--- config.mk ---
export PLATFORM = sky130hd
export DESIGN_NAME = uart_rx_flat
export DESIGN_NICKNAME = d
export VERILOG_FILES = /design/src/rtl/uart_rx_if.sv /design/src/rtl/uart_rx.sv /design/src/flat_wrapper.sv
export SDC_FILE = /design/constraint.sdc
export NUM_CORES = 1
export LEC_CHECK = 0
export ABC_AREA = 1
export CAP_MARGIN = 20
export CORE_ASPECT_RATIO = 0.7
export CORE_MARGIN = 2
export CORE_UTILIZATION = 29
export DETAILED_ROUTE_END_ITERATION = 8
export DONT_BUFFER_PORTS = 1
export HOLD_SLACK_MARGIN = 0.08
export PLACE_DENSITY = 0.43
export REMOVE_ABC_BUFFERS = 1
export SYNTH_ARGS = -nofsm -noshare
export SYNTH_HDL_FRONTEND = slang
export SYNTH_SLANG_ARGS = --single-unit
--- constraint.sdc ---
create_clock -name clk -period 2.3 [get_ports clk]
set_input_delay 0.46 -clock clk [delete_from_list [all_inputs] [get_ports clk]]
set_output_delay 0.46 -clock clk [all_outputs]
set_load 0.1 [all_outputs]
--- src/rtl/uart_rx_if.sv ---
// rtl/uart_rx_if.sv - holding-register handshake bundle between uart_rx and its consumer
//
// Signals:
//   rd         consumer read strobe (consumer -> receiver)
//   data_out   last received byte
//   rx_valid   holding register full (level)
//   frame_err  one-cycle pulse on a stop-bit error
//   overrun    sticky: an unread byte was overwritten
//   busy       receiver FSM is not idle
// Modports: master = receiver side, slave = consumer side.
interface uart_rx_if;
    logic       rd;
    logic [7:0] data_out;
    logic       rx_valid;
    logic       frame_err;
    logic       overrun;
    logic       busy;

    modport master (
        input  rd,
        output data_out, rx_valid, frame_err, overrun, busy
    );

    modport slave (
        output rd,
        input  data_out, rx_valid, frame_err, overrun, busy
    );
endinterface

--- src/rtl/uart_rx.sv ---
// rtl/uart_rx.sv - 8N1 UART receiver with mid-bit sampling and one-deep holding register
//
// Ports:
//   clk      system clock
//   reset_n  asynchronous active-low reset
//   rx_in    asynchronous serial line, idle high
//   bus      uart_rx_if.master: rd in; data_out, rx_valid, frame_err, overrun, busy out
// Parameter:
//   CLOCKS_PER_BAUD  clock cycles per bit (>= 4)
module uart_rx #(
    parameter logic [23:0] CLOCKS_PER_BAUD = 24'd2604
) (
    input  logic       clk,
    input  logic       reset_n,
    input  logic       rx_in,
    uart_rx_if.master  bus
);

    localparam logic [23:0] HALF = CLOCKS_PER_BAUD >> 1;

    typedef enum logic [2:0] {
        IDLE  = 3'd0,
        START = 3'd1,
        DATA  = 3'd2,
        STOP  = 3'd3,
        BREAK = 3'd4
    } state_t;

    state_t      state, state_nxt;
    logic        sync_1, rx_s, rx_q;
    logic [23:0] cnt, cnt_nxt;
    logic [2:0]  bit_idx, bit_nxt;
    logic [7:0]  shreg, sh_nxt;
    logic        byte_done, frame_bad;
    logic        fall;

    assign fall     = rx_q & ~rx_s;
    assign bus.busy = (state != IDLE);

    always_ff @(posedge clk or negedge reset_n) begin
        if (!reset_n) begin
            state <= IDLE;
        end else begin
            state <= state_nxt;
        end
    end

    always_comb begin
        state_nxt = state;
        cnt_nxt   = (cnt != 24'd0) ? cnt - 24'd1 : cnt;
        bit_nxt   = bit_idx;
        sh_nxt    = shreg;
        byte_done = 1'b0;
        frame_bad = 1'b0;
        case (state)
            IDLE: begin
                cnt_nxt = cnt;
                if (fall) begin
                    cnt_nxt   = HALF - 24'd1;
                    state_nxt = START;
                end
            end
            START: begin
                if (cnt == 24'd0) begin
                    if (!rx_s) begin
                        cnt_nxt   = CLOCKS_PER_BAUD - 24'd1;
                        bit_nxt   = 3'd0;
                        state_nxt = DATA;
                    end else begin
                        // Line already back high at mid start bit: a glitch.
                        state_nxt = IDLE;
                    end
                end
            end
            DATA: begin
                if (cnt == 24'd0) begin
                    sh_nxt  = {rx_s, shreg[7:1]};
                    cnt_nxt = CLOCKS_PER_BAUD - 24'd1;
                    bit_nxt = bit_idx + 3'd1;
                    if (bit_idx == 3'd7) begin
                        state_nxt = STOP;
                    end
                end
            end
            STOP: begin
                if (cnt == 24'd0) begin
                    if (rx_s) begin
                        byte_done = 1'b1;
                        state_nxt = IDLE;
                    end else begin
                        frame_bad = 1'b1;
                        state_nxt = BREAK;
                    end
                end
            end
            BREAK: begin
                // Hold off until the line returns high so a long break
                // yields a single frame_err.
                cnt_nxt = cnt;
                if (rx_s) begin
                    state_nxt = IDLE;
                end
            end
            default: begin
                state_nxt = IDLE;
            end
        endcase
    end

    always_ff @(posedge clk or negedge reset_n) begin
        if (!reset_n) begin
            sync_1        <= 1'b1;
            rx_s          <= 1'b1;
            rx_q          <= 1'b1;
            cnt           <= 24'd0;
            bit_idx       <= 3'd0;
            shreg         <= 8'h00;
            bus.data_out  <= 8'h00;
            bus.rx_valid  <= 1'b0;
            bus.frame_err <= 1'b0;
            bus.overrun   <= 1'b0;
        end else begin
            sync_1        <= rx_in;
            rx_s          <= sync_1;
            rx_q          <= rx_s;
            cnt           <= cnt_nxt;
            bit_idx       <= bit_nxt;
            shreg         <= sh_nxt;
            bus.frame_err <= frame_bad;
            if (byte_done) begin
                bus.data_out <= shreg;
                bus.rx_valid <= 1'b1;
                // A read in the same cycle consumes the old byte, so the
                // overwrite is not an overrun.
                if (bus.rx_valid && !bus.rd) begin
                    bus.overrun <= 1'b1;
                end else if (bus.rx_valid && bus.rd) begin
                    bus.overrun <= 1'b0;
                end
            end else if (bus.rd && bus.rx_valid) begin
                bus.rx_valid <= 1'b0;
                bus.overrun  <= 1'b0;
            end
        end
    end

endmodule

--- src/flat_wrapper.sv ---
// flat-port wrapper written by rule: the top's interface ports become plain ports
module uart_rx_flat 
#(
    parameter logic [23:0] CLOCKS_PER_BAUD = 24'd2604
)
  (clk, reset_n, rx_in, bus_rd, bus_data_out, bus_rx_valid, bus_frame_err, bus_overrun, bus_busy);
  uart_rx_if bus_i ();
  input  logic clk;
  input  logic reset_n;
  input  logic rx_in;
  input wire logic [$bits(bus_i.rd)-1:0] bus_rd;
  output wire logic [$bits(bus_i.data_out)-1:0] bus_data_out;
  output wire logic [$bits(bus_i.rx_valid)-1:0] bus_rx_valid;
  output wire logic [$bits(bus_i.frame_err)-1:0] bus_frame_err;
  output wire logic [$bits(bus_i.overrun)-1:0] bus_overrun;
  output wire logic [$bits(bus_i.busy)-1:0] bus_busy;
  assign bus_i.rd = bus_rd;
  assign bus_data_out = bus_i.data_out;
  assign bus_rx_valid = bus_i.rx_valid;
  assign bus_frame_err = bus_i.frame_err;
  assign bus_overrun = bus_i.overrun;
  assign bus_busy = bus_i.busy;
  uart_rx #(.CLOCKS_PER_BAUD(CLOCKS_PER_BAUD)) u_core (.clk(clk), .reset_n(reset_n), .rx_in(rx_in), .bus(bus_i));
endmodule
==> impl_metrics.csv, run 1 <==
group,metric,value,unit
floorplanning,starting_utilization_of_the_core_area,29.56,%
placement,globalplace.congestion,0.8868,
sta,final-setup-viol-count,0,
sta,final.period_utilization,91.12,%
sta,finalMaxSlewViolations,0,
cells_and_area,antennaDiodeCount,0,
critical_path,r2r_cells,12,
synth,average_cell_area_after_synthesis,7.686,µm²
synth,synth.yosys.seq_area_share,45.77,%
global_route,grt_start_max_net_pins,53,
cells_and_area,areaGrowthSynthToFinish,15.88,%
floorplanning,rows,30,
synth,synthAdderAreaFrac,2.194,%
power_and_ir_drop,cellLeakagePower,1.701,nW
detailed_routing,drtAntennaViolNets,0,
detailed_routing,route.detailed.drc,0,
power_and_ir_drop,ir_drop_worst_vdd,0.0005262,V
critical_path,destination_of_the_worst_register_to_register_timing_path,"u_core.cnt[15]",
cts,ctsHtreeMaxLevel,2,
detailed_routing,route.detailed.wl_per_inst,13.58,µm
hold_path,worst_hold_path_type,"input port to register",
synth,post_synth_mux_area_share,0.3949,%
synth,synth-edff-count,0,
cts,cts.sinks,52,
cts,cts_max_path_buffers,2,
floorplanning,fp.dieArea,0.01066,mm²
cts,path_clk_slew,0.07,ns
placement,pre_cts_ws,0.2231,ns
critical_path,startpoint_of_the_worst_register_to_register_path,"u_core.cnt[0]",
synth,netlist-cell-type-count,41,
critical_path,timing.critical_path.fanout_max,10,
synth,ys_dominant_reg_cell,"sky130_fd_sc_hd__dfrtp_1",
critical_path,worst-endpoint-arrival,2.29,ns
synth,synth_top_family_by_area,"simple AND/OR/NAND/NOR gates",
synth,synth.ff_latch_count,52,
hold_path,hold_end,"u_core.sync_1",
floorplanning,fp.dieH,86.97,µm
global_route,gr-usage-all-layers,14.69,%
hold_path,worst_hold_path.num_cells,0,
global_route,grtUsageMet1,24.62,%
global_route,initial_antenna_violation_count,0,
synth,synth_compound_area_share,10.66,%
critical_path,rrSetupSlack,0.20,ns
synth,ys.warnings.count,0,
detailed_routing,firstDrtPassIters,4,
detailed_routing,num_vias,2391,
cts,cts_root_buf,"sky130_fd_sc_hd__clkbuf_16",
global_route,grt_util_met3,3.141,%
global_route,grt_first_pass_wirelength,12000,µm
cts,tritoncts,"built",
placement,portBuffers,0,
critical_path,cp.required,2.50,ns
placement,detailed_placement_hpwl,5319,µm
global_route,groute.layer.met2.usage,18.08,%
cells_and_area,most_common_cell_after_layout_fill_and_taps_aside,"sky130_fd_sc_hd__nand2_1",
power_and_ir_drop,total_power,3.823,mW
power_and_ir_drop,power.density,1157,mW/mm²
sta,max_slew_margin,38.11,%
hold_path,hp-start,"rx_in",
synth,synth_simple_gate_area_share,31.20,%
sta,period_minus_slack,2.096,ns
sta,report.final.hold_viol_count,0,
sta,worstMarginPinSlew,0.9284,ns
cells_and_area,fraction_of_final_layout_cells_with_drive_strength_greater_than_1,13.99,%
critical_path,start_kind,"register",
cts,worstSkewPairLatency,0.30,ns
detailed_routing,drtIter0Drc,260,
floorplanning,die_width,122.5,µm
synth,ys_async_sr_fraction,100.0,%
critical_path,cp-end-kind,"register",
synth,netlist_instances,371,
critical_path,criticalPathCategory,"register to register",
detailed_routing,wirelength,7074,µm
detailed_routing,route.detailed.vias_per_inst,4.589,
floorplanning,boundary_pin_count,16,
sta,timing.clock.skew,0.008399,ns
cells_and_area,final_net_count,401,
global_route,grt.overflow.total,0,
run_status,run_status,"finished clean",
global_route,vias_in_the_first_global_route,2184,
synth,post_synth_instance_area,0.002851,mm²
sta,max_fclk,0.4771,GHz
sta,worst_slack,0.2042,ns
cells_and_area,most-common-layout-cells,"94 x sky130_fd_sc_hd__nand2_1, 49 x sky130_fd_sc_hd__dfrtp_1, 48 x sky130_fd_sc_hd__nor2_1",
cts,cts_bufs_inserted,5,
synth,synth-xor-area-share,1.536,%
floorplanning,coreArea,0.009647,mm²
run,maxCapViolations,0,
critical_path,setup.worst_path.start,"u_core.cnt[0]",
global_route,gr-max-usage-layer,"met1",
what timing repair did:
item                       4_1_cts  5_1_grt
hold buffers                     2        0
setup buffers                    0        0
setup endpoints to repair        0        1
resized for setup                0        1
hold endpoints to repair        52        0
worst max-delay path: stages (launching register included):
cell	delay [ns]
sky130_fd_sc_hd__dfrtp_1	0.43
sky130_fd_sc_hd__inv_1	0.17
sky130_fd_sc_hd__ha_1	0.24
sky130_fd_sc_hd__inv_1	0.05
sky130_fd_sc_hd__nor2_1	0.08
sky130_fd_sc_hd__nand2_1	0.05
sky130_fd_sc_hd__nor2_1	0.18
sky130_fd_sc_hd__nand3_4	0.18
sky130_fd_sc_hd__nand2_1	0.15
sky130_fd_sc_hd__nor2_1	0.07
sky130_fd_sc_hd__or2_2	0.27
sky130_fd_sc_hd__nand3_1	0.08
sky130_fd_sc_hd__inv_1	0.04
sequential cells by signal, summed over array words and instances (netlist names), named ones only:
register	flops
u_core.sync_1	1
u_core.rx_q	1
u_core.bus.frame_err	1
u_core.bit_idx	3
u_core.rx_s	1
u_core.cnt	24
u_core.bus.data_out	8
u_core.shreg	8
u_core.bus.rx_valid	1
u_core.state	3
power breakdown:
| group | internal [mW] | switching, mW | leakage (nW) |
|---|---|---|---|
| clock | 0.436 | 0.342 | 0.0772 |
| combinational | 0.549 | 1.22 | 0.928 |
| sequential | 1.07 | 0.201 | 0.696 |
per-stage QoR:
| step | std cells | util (%) | instance area, µm² | hold WS [ns] | TNS, ns |
|---|---|---|---|---|---|
| after floorplan | 364 | - | 2804 | 0.1644 | 0 |
| after global placement | 511 | 32.20 | 3107 | 0.1659 | 0 |
| after detailed placement | 511 | 32.20 | 3107 | 0.1657 | 0 |
| after CTS | 521 | 34.18 | 3297 | 0.1440 | 0 |
| after global routing | 521 | 34.25 | 3304 | 0.1389 | -0.001595 |
| final | 521 | 34.25 | 3304 | 0.1532 | 0 |
synth_stat cells (2+ instances only):
| cell type | n | share of area, % |
|---|---|---|
| sky130_fd_sc_hd__a21oi_1 | 12 | 2.1 |
| sky130_fd_sc_hd__a31oi_1 | 2 | 0.44 |
| sky130_fd_sc_hd__buf_2 | 2 | 0.35 |
| sky130_fd_sc_hd__buf_6 | 2 | 0.79 |
| sky130_fd_sc_hd__clkbuf_1 | 2 | 0.26 |
| sky130_fd_sc_hd__dfrtp_1 | 49 | 43 |
| sky130_fd_sc_hd__dfstp_2 | 3 | 2.8 |
| sky130_fd_sc_hd__ha_1 | 5 | 2.2 |
| sky130_fd_sc_hd__inv_1 | 45 | 5.9 |
| sky130_fd_sc_hd__inv_2 | 5 | 0.66 |
| sky130_fd_sc_hd__nand2_1 | 94 | 12 |
| sky130_fd_sc_hd__nand2_2 | 3 | 0.66 |
| sky130_fd_sc_hd__nand3_1 | 23 | 4.0 |
| sky130_fd_sc_hd__nand3_2 | 3 | 1.1 |
| sky130_fd_sc_hd__nand3b_1 | 2 | 0.53 |
| sky130_fd_sc_hd__nand4_1 | 5 | 1.1 |
| sky130_fd_sc_hd__nand4_2 | 2 | 0.88 |
| sky130_fd_sc_hd__nor2_1 | 48 | 6.3 |
| sky130_fd_sc_hd__nor2_2 | 4 | 0.88 |
| sky130_fd_sc_hd__nor3_1 | 7 | 1.2 |
| sky130_fd_sc_hd__o21ai_0 | 19 | 3.3 |
| sky130_fd_sc_hd__o21ai_1 | 10 | 1.8 |
| sky130_fd_sc_hd__o21ai_2 | 2 | 0.61 |
| sky130_fd_sc_hd__o22ai_1 | 2 | 0.44 |
| sky130_fd_sc_hd__xnor2_1 | 2 | 0.61 |
| sky130_fd_sc_hd__xor2_1 | 3 | 0.92 |
area by class of cell:
cell class              instances  area [µm²]
fillers                      1014        6342
multi-input cells             262        1319
flip-flops and latches         52        1305
inverters                      50       187.7
repair buffers                 21       180.2
well taps                     128       160.2
clock buffers                   6       138.9
clock inverters                 2       13.76
kinds of logic (layout without fill, tap and decap cells):
kind of cell | count (synthesis) | in the layout
muxes | 1 | 1
xor gates and xnor gates | 5 | 5
DFF | 52 | 52
AOI/OAI and AO/OA | 54 | 54
and+or+nand+nor | 197 | 197
buffers and inverters | 57 | 79
adders and majority gates | 5 | 5
per-layer routing:
metal  vias up  part of all wire, %
li1       1232                    -
met3         8                  6.4
met5         -                    0
met2        52                   36
met4         0                  1.2
met1      1099                   56
worst max-delay path by stage:
stage	slack, ns	endpoint
after floorplan	0.46	u_core.cnt[15]
after global placement	0.27	u_core.cnt[15]
after detailed placement	0.22	u_core.cnt[15]
after CTS	0.21	u_core.cnt[15]
after global routing	-0.002	u_core.cnt[15]
final	0.20	u_core.cnt[15]
Note: power is estimated with default switching activity, not from simulation.
==> run 2, diff against run 1 <==
--- a/config.mk
+++ b/config.mk
@@ -9,11 +9,10 @@
 export CAP_MARGIN = 20
 export CORE_ASPECT_RATIO = 0.7
 export CORE_MARGIN = 2
-export CORE_UTILIZATION = 29
+export CORE_UTILIZATION = 59
 export DETAILED_ROUTE_END_ITERATION = 8
-export DONT_BUFFER_PORTS = 1
 export HOLD_SLACK_MARGIN = 0.08
-export PLACE_DENSITY = 0.43
+export PLACE_DENSITY = 0.79
 export REMOVE_ABC_BUFFERS = 1
 export SYNTH_ARGS = -nofsm -noshare
 export SYNTH_HDL_FRONTEND = slang
==> run 2 against run 1 <==
Against the previous run: worst setup slack improved by 0.028 ns; clock skew fell by 0.0025 ns; sequential share of layout area rose by 1.9 points; sequential cell count did not move; critical path depth did not move; clock-buffer cell count fell by 1; wire length fell by 9.3%; via count rose by 5.5%; clock power fell by 30%; global-route usage rose by 11 points; hold slack got worse by 0.015 ns.
==> impl_metrics.csv, run 2 (synthesis gave the netlist of run 1 again) <==
group,metric,value,unit
sta,final-setup-viol-count,0,
cts,cts_hold_buf,0,
cells_and_area,top_regs,"u_core.cnt: 24 flops, u_core.bus.data_out: 8 flops, u_core.shreg: 8 flops",
global_route,vias_in_the_first_global_route,2239,
detailed_routing,route.detailed.drc,0,
sta,max_fclk,0.4835,GHz
cts,ctsResizeCount,0,
sta,report.final.hold_viol_count,0,
sta,worstMarginPinSlew,0.6073,ns
sta,setup_tns,0,ns
placement,post-place-cells,442,
cells_and_area,finish.utilization,67.01,%
critical_path,criticalPathCategory,"register to register",
critical_path,start_kind,"register",
detailed_routing,drtIter0Drc,260,
cts,cts.sinks,52,
global_route,grt.overflow.total,0,
critical_path,timing.critical_path.fanout_max,12,
sta,final.period_utilization,89.92,%
power_and_ir_drop,total_power,3.575,mW
global_route,grt_first_pass_wirelength,10750,µm
floorplanning,boundary_pin_count,16,
cts,cts_max_path_buffers,2,
cts,post-cts-setup-buffer-count,0,
sta,finalMaxSlewViolations,0,
cts,worstSkewPairLatency,0.32,ns
placement,globalplace.congestion,0.9264,
sta,timing.clock.skew,0.005859,ns
cells_and_area,largest_reg_flops,24,
sta,max_slew_margin,59.51,%
critical_path,critical_path.max_stage_delay,0.43,ns
cts,cts_bufs_inserted,5,
hold_path,worst_hold_path_type,"input port to asynchronous set/reset pin",
cts,tritoncts,"built",
cells_and_area,areaGrowthSynthToFinish,10.53,%
floorplanning,fp.dieArea,0.005414,mm²
run,maxCapViolations,0,
sta,period_minus_slack,2.068,ns
floorplanning,starting_utilization_of_the_core_area,60.63,%
cells_and_area,most_common_cell_after_layout_fill_and_taps_aside,"sky130_fd_sc_hd__nand2_1",
floorplanning,die_width,87.09,µm
cells_and_area,fraction_of_final_layout_cells_with_drive_strength_greater_than_1,14.25,%
global_route,grt_start_max_net_pins,29,
detailed_routing,route.detailed.wl_per_inst,14.26,µm
power_and_ir_drop,ir_drop_worst_vdd,0.0004291,V
cts,cts_root_buf,"sky130_fd_sc_hd__clkbuf_8",
floorplanning,coreArea,0.004703,mm²
detailed_routing,drtAntennaViolNets,0,
run_status,run_status,"finished clean",
critical_path,critical_path.cell_chain,"inv_1 > ha_2 > inv_1 > nor2_1 > nand2_1 > nor2_2 > nand3_4 > nand2_1 > nor2_1 > or2_2 > nand3_1 > inv_1",
cells_and_area,most-common-layout-cells,"94 x sky130_fd_sc_hd__nand2_1, 49 x sky130_fd_sc_hd__dfrtp_1, 47 x sky130_fd_sc_hd__nor2_1",
critical_path,cp-end-kind,"register",
detailed_routing,firstDrtPassIters,5,
cells_and_area,layout.cells.non_filler,450,
placement,detailed_placement_hpwl,4689,µm
floorplanning,fp.dieH,62.17,µm
critical_path,timing.critical_path.mode_cell,"sky130_fd_sc_hd__inv_1",
detailed_routing,route.detailed.vias_per_inst,5.607,
power_and_ir_drop,power.density,1134,mW/mm²
critical_path,r2r_cells,12,
global_route,initial_antenna_violation_count,0,
critical_path,cp.required,2.52,ns
floorplanning,rows,21,
global_route,gr-usage-all-layers,25.43,%
sta,setup_repair_after_global_routing_missed_its_margin,"false",
cts,ctsHtreeMaxLevel,2,
placement,portBuffers,15,
critical_path,critical-path-slowest-cell,"sky130_fd_sc_hd__dfrtp_1",
detailed_routing,num_vias,2523,
cells_and_area,registers.top_by_ff_count,"u_core.cnt",
sta,worst_hold_slack,0.1384,ns
power_and_ir_drop,cellLeakagePower,1.667,nW
cts,path_clk_slew,0.10,ns
critical_path,worst-endpoint-arrival,2.28,ns
detailed_routing,wirelength,6415,µm
cells_and_area,final_net_count,401,
cells_and_area,antennaDiodeCount,0,
==> run 2: final timing paths <==
| path | slack (ns) | from | endpoint |
|---|---|---|---|
| max | 0.23 | u_core.cnt[0] | u_core.cnt[15] |
| min | 0.14 | reset_n | u_core.state[1] |
| max reg2reg | 0.23 | u_core.cnt[0] | u_core.cnt[15] |
| min reg2reg | 0.36 | u_core.sync_1 | u_core.rx_s |
| max in group asynchronous | 1.54 | reset_n | u_core.shreg[2] |
| min in group clk | 0.36 | u_core.sync_1 | u_core.rx_s |
==> run 2: routing by layer <==
layer  vias up  wire length [µm]  GRT usage [%]
met4         0                66          5.577
li1       1226                 -              -
met1      1182              3258          41.29
met2       107              2574          34.26
met5         -                 0              0
met3         8               516          5.984
==> run 2: worst max-delay path: cells and delay by family (launching register included) <==
kind / cells / cell delay [ns]
buffers and inverters: 3 / 0.25
and+or+nand+nor: 8 / 1.04
adders and majority gates: 1 / 0.23
DFF: 1 / 0.43
==> run 2: where the power goes <==
group          internal, mW  switching (mW)
Clock                 0.219           0.329
Sequential             1.07           0.218
Combinational         0.555            1.18
Total                  1.85            1.73
==> run 2: per-stage QoR <==
stage	setup slack, ns	area [µm²]
global route	0.02117	3152
floorplan	0.4559	2804
CTS	0.1802	3139
detailed placement	0.1810	3048
global placement	0.2930	3048
finish	0.2319	3152
==> run 2: cell type report <==
class,count,area (µm²)
multi-input cells,262,1324
inverters,50,187.7
repair buffers,21,172.7
clock buffers,5,68.82
fillers,370,1551
flip-flops and latches,52,1305
well taps,57,71.32
clock inverters,3,22.52
==> run 3, diff against run 2 <==
--- a/config.mk
+++ b/config.mk
@@ -5,7 +5,6 @@
 export SDC_FILE = /design/constraint.sdc
 export NUM_CORES = 1
 export LEC_CHECK = 0
-export ABC_AREA = 1
 export CAP_MARGIN = 20
 export CORE_ASPECT_RATIO = 0.7
 export CORE_MARGIN = 2
==> run 3 against run 2 <==
Against the previous run: the flow now finishes with violations (negative setup slack); sequential power decreased by 11%; clock power grew 15%; area after synthesis down 2.3%; sequential share of layout area down 6.7 points; clock-buffer cell count grew 1; clock skew is 0.0028 ns higher; non-clock buffer count up 60; design area grew 19%.
==> impl_metrics.csv, run 3 <==
group,metric,value,unit
floorplanning,coreArea,0.004429,mm²
cells_and_area,antennaDiodeCount,0,
synth,yosysTopAreaCell,"sky130_fd_sc_hd__dfrtp_1",
floorplanning,fp.dieArea,0.005297,mm²
cells_and_area,registers.top_by_ff_count,"u_core.cnt",
critical_path,worst-endpoint-arrival,2.95,ns
run_status,failing_checks,"negative setup slack",
cts,cts.sinks,52,
synth,synth-edff-count,0,
synth,synth.ff_latch_count,52,
synth,ys_async_sr_fraction,100.0,%
sta,setup_tns,-6.993,ns
cells_and_area,areaGrowthSynthToFinish,34.84,%
global_route,vias_in_the_first_global_route,2436,
critical_path,path_delay_family,"simple AND/OR/NAND/NOR gates",
sta,max_fclk,0.3620,GHz
run_status,run_status,"finished, violations left",
synth,ys_top_cells_by_count,"49 x sky130_fd_sc_hd__dfrtp_1, 19 x sky130_fd_sc_hd__a21oi_1, 18 x sky130_fd_sc_hd__nor2_1",
cells_and_area,design_area,0.003757,mm²
global_route,grt_start_max_net_pins,29,
global_route,initial_antenna_violation_count,0,
synth,ys_dominant_reg_cell,"sky130_fd_sc_hd__dfrtp_1",
cts,worstSkewPairLatency,0.32,ns
placement,portBuffers,15,
sta,report.final.hold_viol_count,0,
hold_path,worst_hold_path_type,"input port to asynchronous set/reset pin",
global_route,grt.overflow.total,0,
power_and_ir_drop,cellLeakagePower,1.697,nW
detailed_routing,num_vias,2756,
floorplanning,starting_utilization_of_the_core_area,62.91,%
detailed_routing,drtIter0Drc,475,
synth,netlist-cell-type-count,61,
power_and_ir_drop,ir_drop_worst_vdd,0.0006109,V
global_route,gr-usage-all-layers,31.01,%
detailed_routing,route.detailed.wl_per_inst,22.17,µm
critical_path,critical_path.cell_chain,"or4_4 > or4_4 > nor2_4 > inv_2 > ha_4 > inv_2 > nand4_1 > a2111oi_2 > o22ai_1",
cells_and_area,final_net_count,350,
synth,ys.warnings.count,0,
detailed_routing,drtAntennaViolNets,0,
critical_path,startpoint_of_the_worst_register_to_register_path,"u_core.cnt[5]",
placement,detailed_placement_hpwl,5098,µm
placement,placed_area,0.003333,mm²
run,maxCapViolations,0,
critical_path,cp.required,2.49,ns
sta,worst_slack,-0.4621,ns
cells_and_area,most-common-layout-cells,"67 x sky130_fd_sc_hd__buf_4, 49 x sky130_fd_sc_hd__dfrtp_1, 18 x sky130_fd_sc_hd__nor2_1",
cts,tritoncts,"built",
floorplanning,fp.dieH,61.50,µm
sta,period_minus_slack,2.762,ns
detailed_routing,route.detailed.drc,0,
sta,finalMaxSlewViolations,0,
critical_path,cp-end-kind,"register",
critical_path,critical_path.max_stage_delay,0.57,ns
sta,setup_repair_after_global_routing_missed_its_margin,"true",
cells_and_area,top_regs,"u_core.cnt: 24 flops, u_core.bus.data_out: 8 flops, u_core.shreg: 8 flops",
sta,final-setup-viol-count,39,
cts,path_clk_slew,0.10,ns
global_route,grt_first_pass_wirelength,12290,µm
cells_and_area,most_common_cell_after_layout_fill_and_taps_aside,"sky130_fd_sc_hd__buf_4",
power_and_ir_drop,total_power,3.660,mW
cts,cts_max_path_buffers,2,
detailed_routing,route.detailed.vias_per_inst,6.942,
critical_path,timing.critical_path.fanout_max,2,
synth,synth_largest_type_area_fraction,44.01,%
sta,worstMarginPinSlew,0.6105,ns
critical_path,criticalPathCategory,"register to register",
floorplanning,die_width,86.14,µm
cells_and_area,finish.utilization,84.83,%
critical_path,worstPathBufferInverterCount,2,
placement,pre_cts_ws,-0.4375,ns
sta,max_slew_margin,59.06,%
detailed_routing,wirelength,8800,µm
synth,netlist_top_cells_area,"sky130_fd_sc_hd__dfrtp_1 44%, sky130_fd_sc_hd__mux2_2 6.5%, sky130_fd_sc_hd__a21oi_1 3.4%",
power_and_ir_drop,power.density,974.2,mW/mm²
critical_path,setup.worst_path.start,"u_core.cnt[5]",
critical_path,start_kind,"register",
cts,cts_root_buf,"sky130_fd_sc_hd__clkbuf_8",
synth,synth.most_common_cell,"sky130_fd_sc_hd__dfrtp_1",
cts,ctsHtreeMaxLevel,2,
critical_path,critical-path-slowest-cell,"sky130_fd_sc_hd__or4_4",
cells_and_area,largest_reg_flops,24,
synth,netlist_instances,271,
detailed_routing,firstDrtPassIters,5,
synth,post_synth_instance_area,0.002786,mm²
cells_and_area,fraction_of_final_layout_cells_with_drive_strength_greater_than_1,45.32,%
floorplanning,rows,20,
cts,cts_hold_buf,0,
sta,timing.clock.skew,0.008636,ns
sta,final.period_utilization,120.1,%
synth,synth.yosys.seq_area_share,46.83,%
floorplanning,boundary_pin_count,16,
synth,average_cell_area_after_synthesis,10.28,µm²
cts,cts_bufs_inserted,5,
cells_and_area,fillers,221,
placement,globalplace.congestion,0.9204,
run 3: cell types whose count changed after synthesis, sizes merged, moves of 4 or more:
cell    previous run  this run
a211o              0         4
a211oi             0         4
a21oi             13        19
clkbuf             2        12
inv               50        10
mux2               1        16
nand2             98        13
nand3             26         7
nor2              54        20
o21ai             31        13
o31ai              1         6
or3                0         9
or4                0        12
run 3: power by group:
part           switching (mW)  leakage [nW]  internal [mW]
registers               0.102         0.687           1.05
clock network           0.308        0.0552          0.323
logic                    1.08         0.955          0.795
run 3: path summary, 6_finish.rpt:
check	end	slack, ns	depth (start not counted)
worst max-delay path	u_core.cnt[0]	-0.46	9
worst min-delay path	u_core.cnt[17]	0.14	1
worst max register to register	u_core.cnt[0]	-0.46	9
worst min register to register	u_core.rx_s	0.36	0
max in group asynchronous	u_core.rx_q	1.53	2
min in group clk	u_core.rx_s	0.36	0
run 3: cell families (layout without fill, tap and decap cells):
logic type / count (synthesis) / in the layout / synth area share, %
simple gates: 93 / 93 / 20.03
compound gates: 73 / 73 / 18.86
fa+ha+maj: 5 / 5 / 2.245
buf+inv: 28 / 99 / 4.310
flops: 52 / 52 / 46.83
mux: 16 / 16 / 6.466
xor+xnor: 4 / 4 / 1.258
run 3: routing by layer:
metal | track usage, % | up-vias | share of wire (%)
met3 | 8.847 | 50 | 12
met5 | 0 | - | 0
met1 | 43.82 | 1311 | 40
met4 | 9.524 | 0 | 5.1
met2 | 47.18 | 231 | 43
li1 | - | 1164 | -
run 3: stage by stage:
stage / hold WS [ns] / cells
3_3_place_gp: 0.3452 / 379
6_report: 0.1398 / 397
3_5_place_dp: 0.3488 / 379
5_1_grt: 0.1815 / 397
4_1_cts: 0.1557 / 390
2_1_floorplan: 0.1644 / 253
run 3: timing repair:
| action | in CTS | in global routing |
|---|---|---|
| pin swaps | 6 | 17 |
| setup buffers | 2 | 7 |
| endpoints found under the setup margin | 18 | 39 |
| cloned | 1 | 0 |
| gates resized for setup | 19 | 37 |
run 3: cell type report:
| class | instances | area, µm² | area share [%] |
|---|---|---|---|
| tap | 55 | 68.82 | 1.832 |
| inverter | 10 | 37.54 | 0.9990 |
| multi-input combinational | 191 | 1565 | 41.66 |
| timing repair buffer | 81 | 673.1 | 17.92 |
| clock buffer | 6 | 72.57 | 1.931 |
| clock inverter | 2 | 35.03 | 0.9324 |
| sequential | 52 | 1305 | 34.73 |
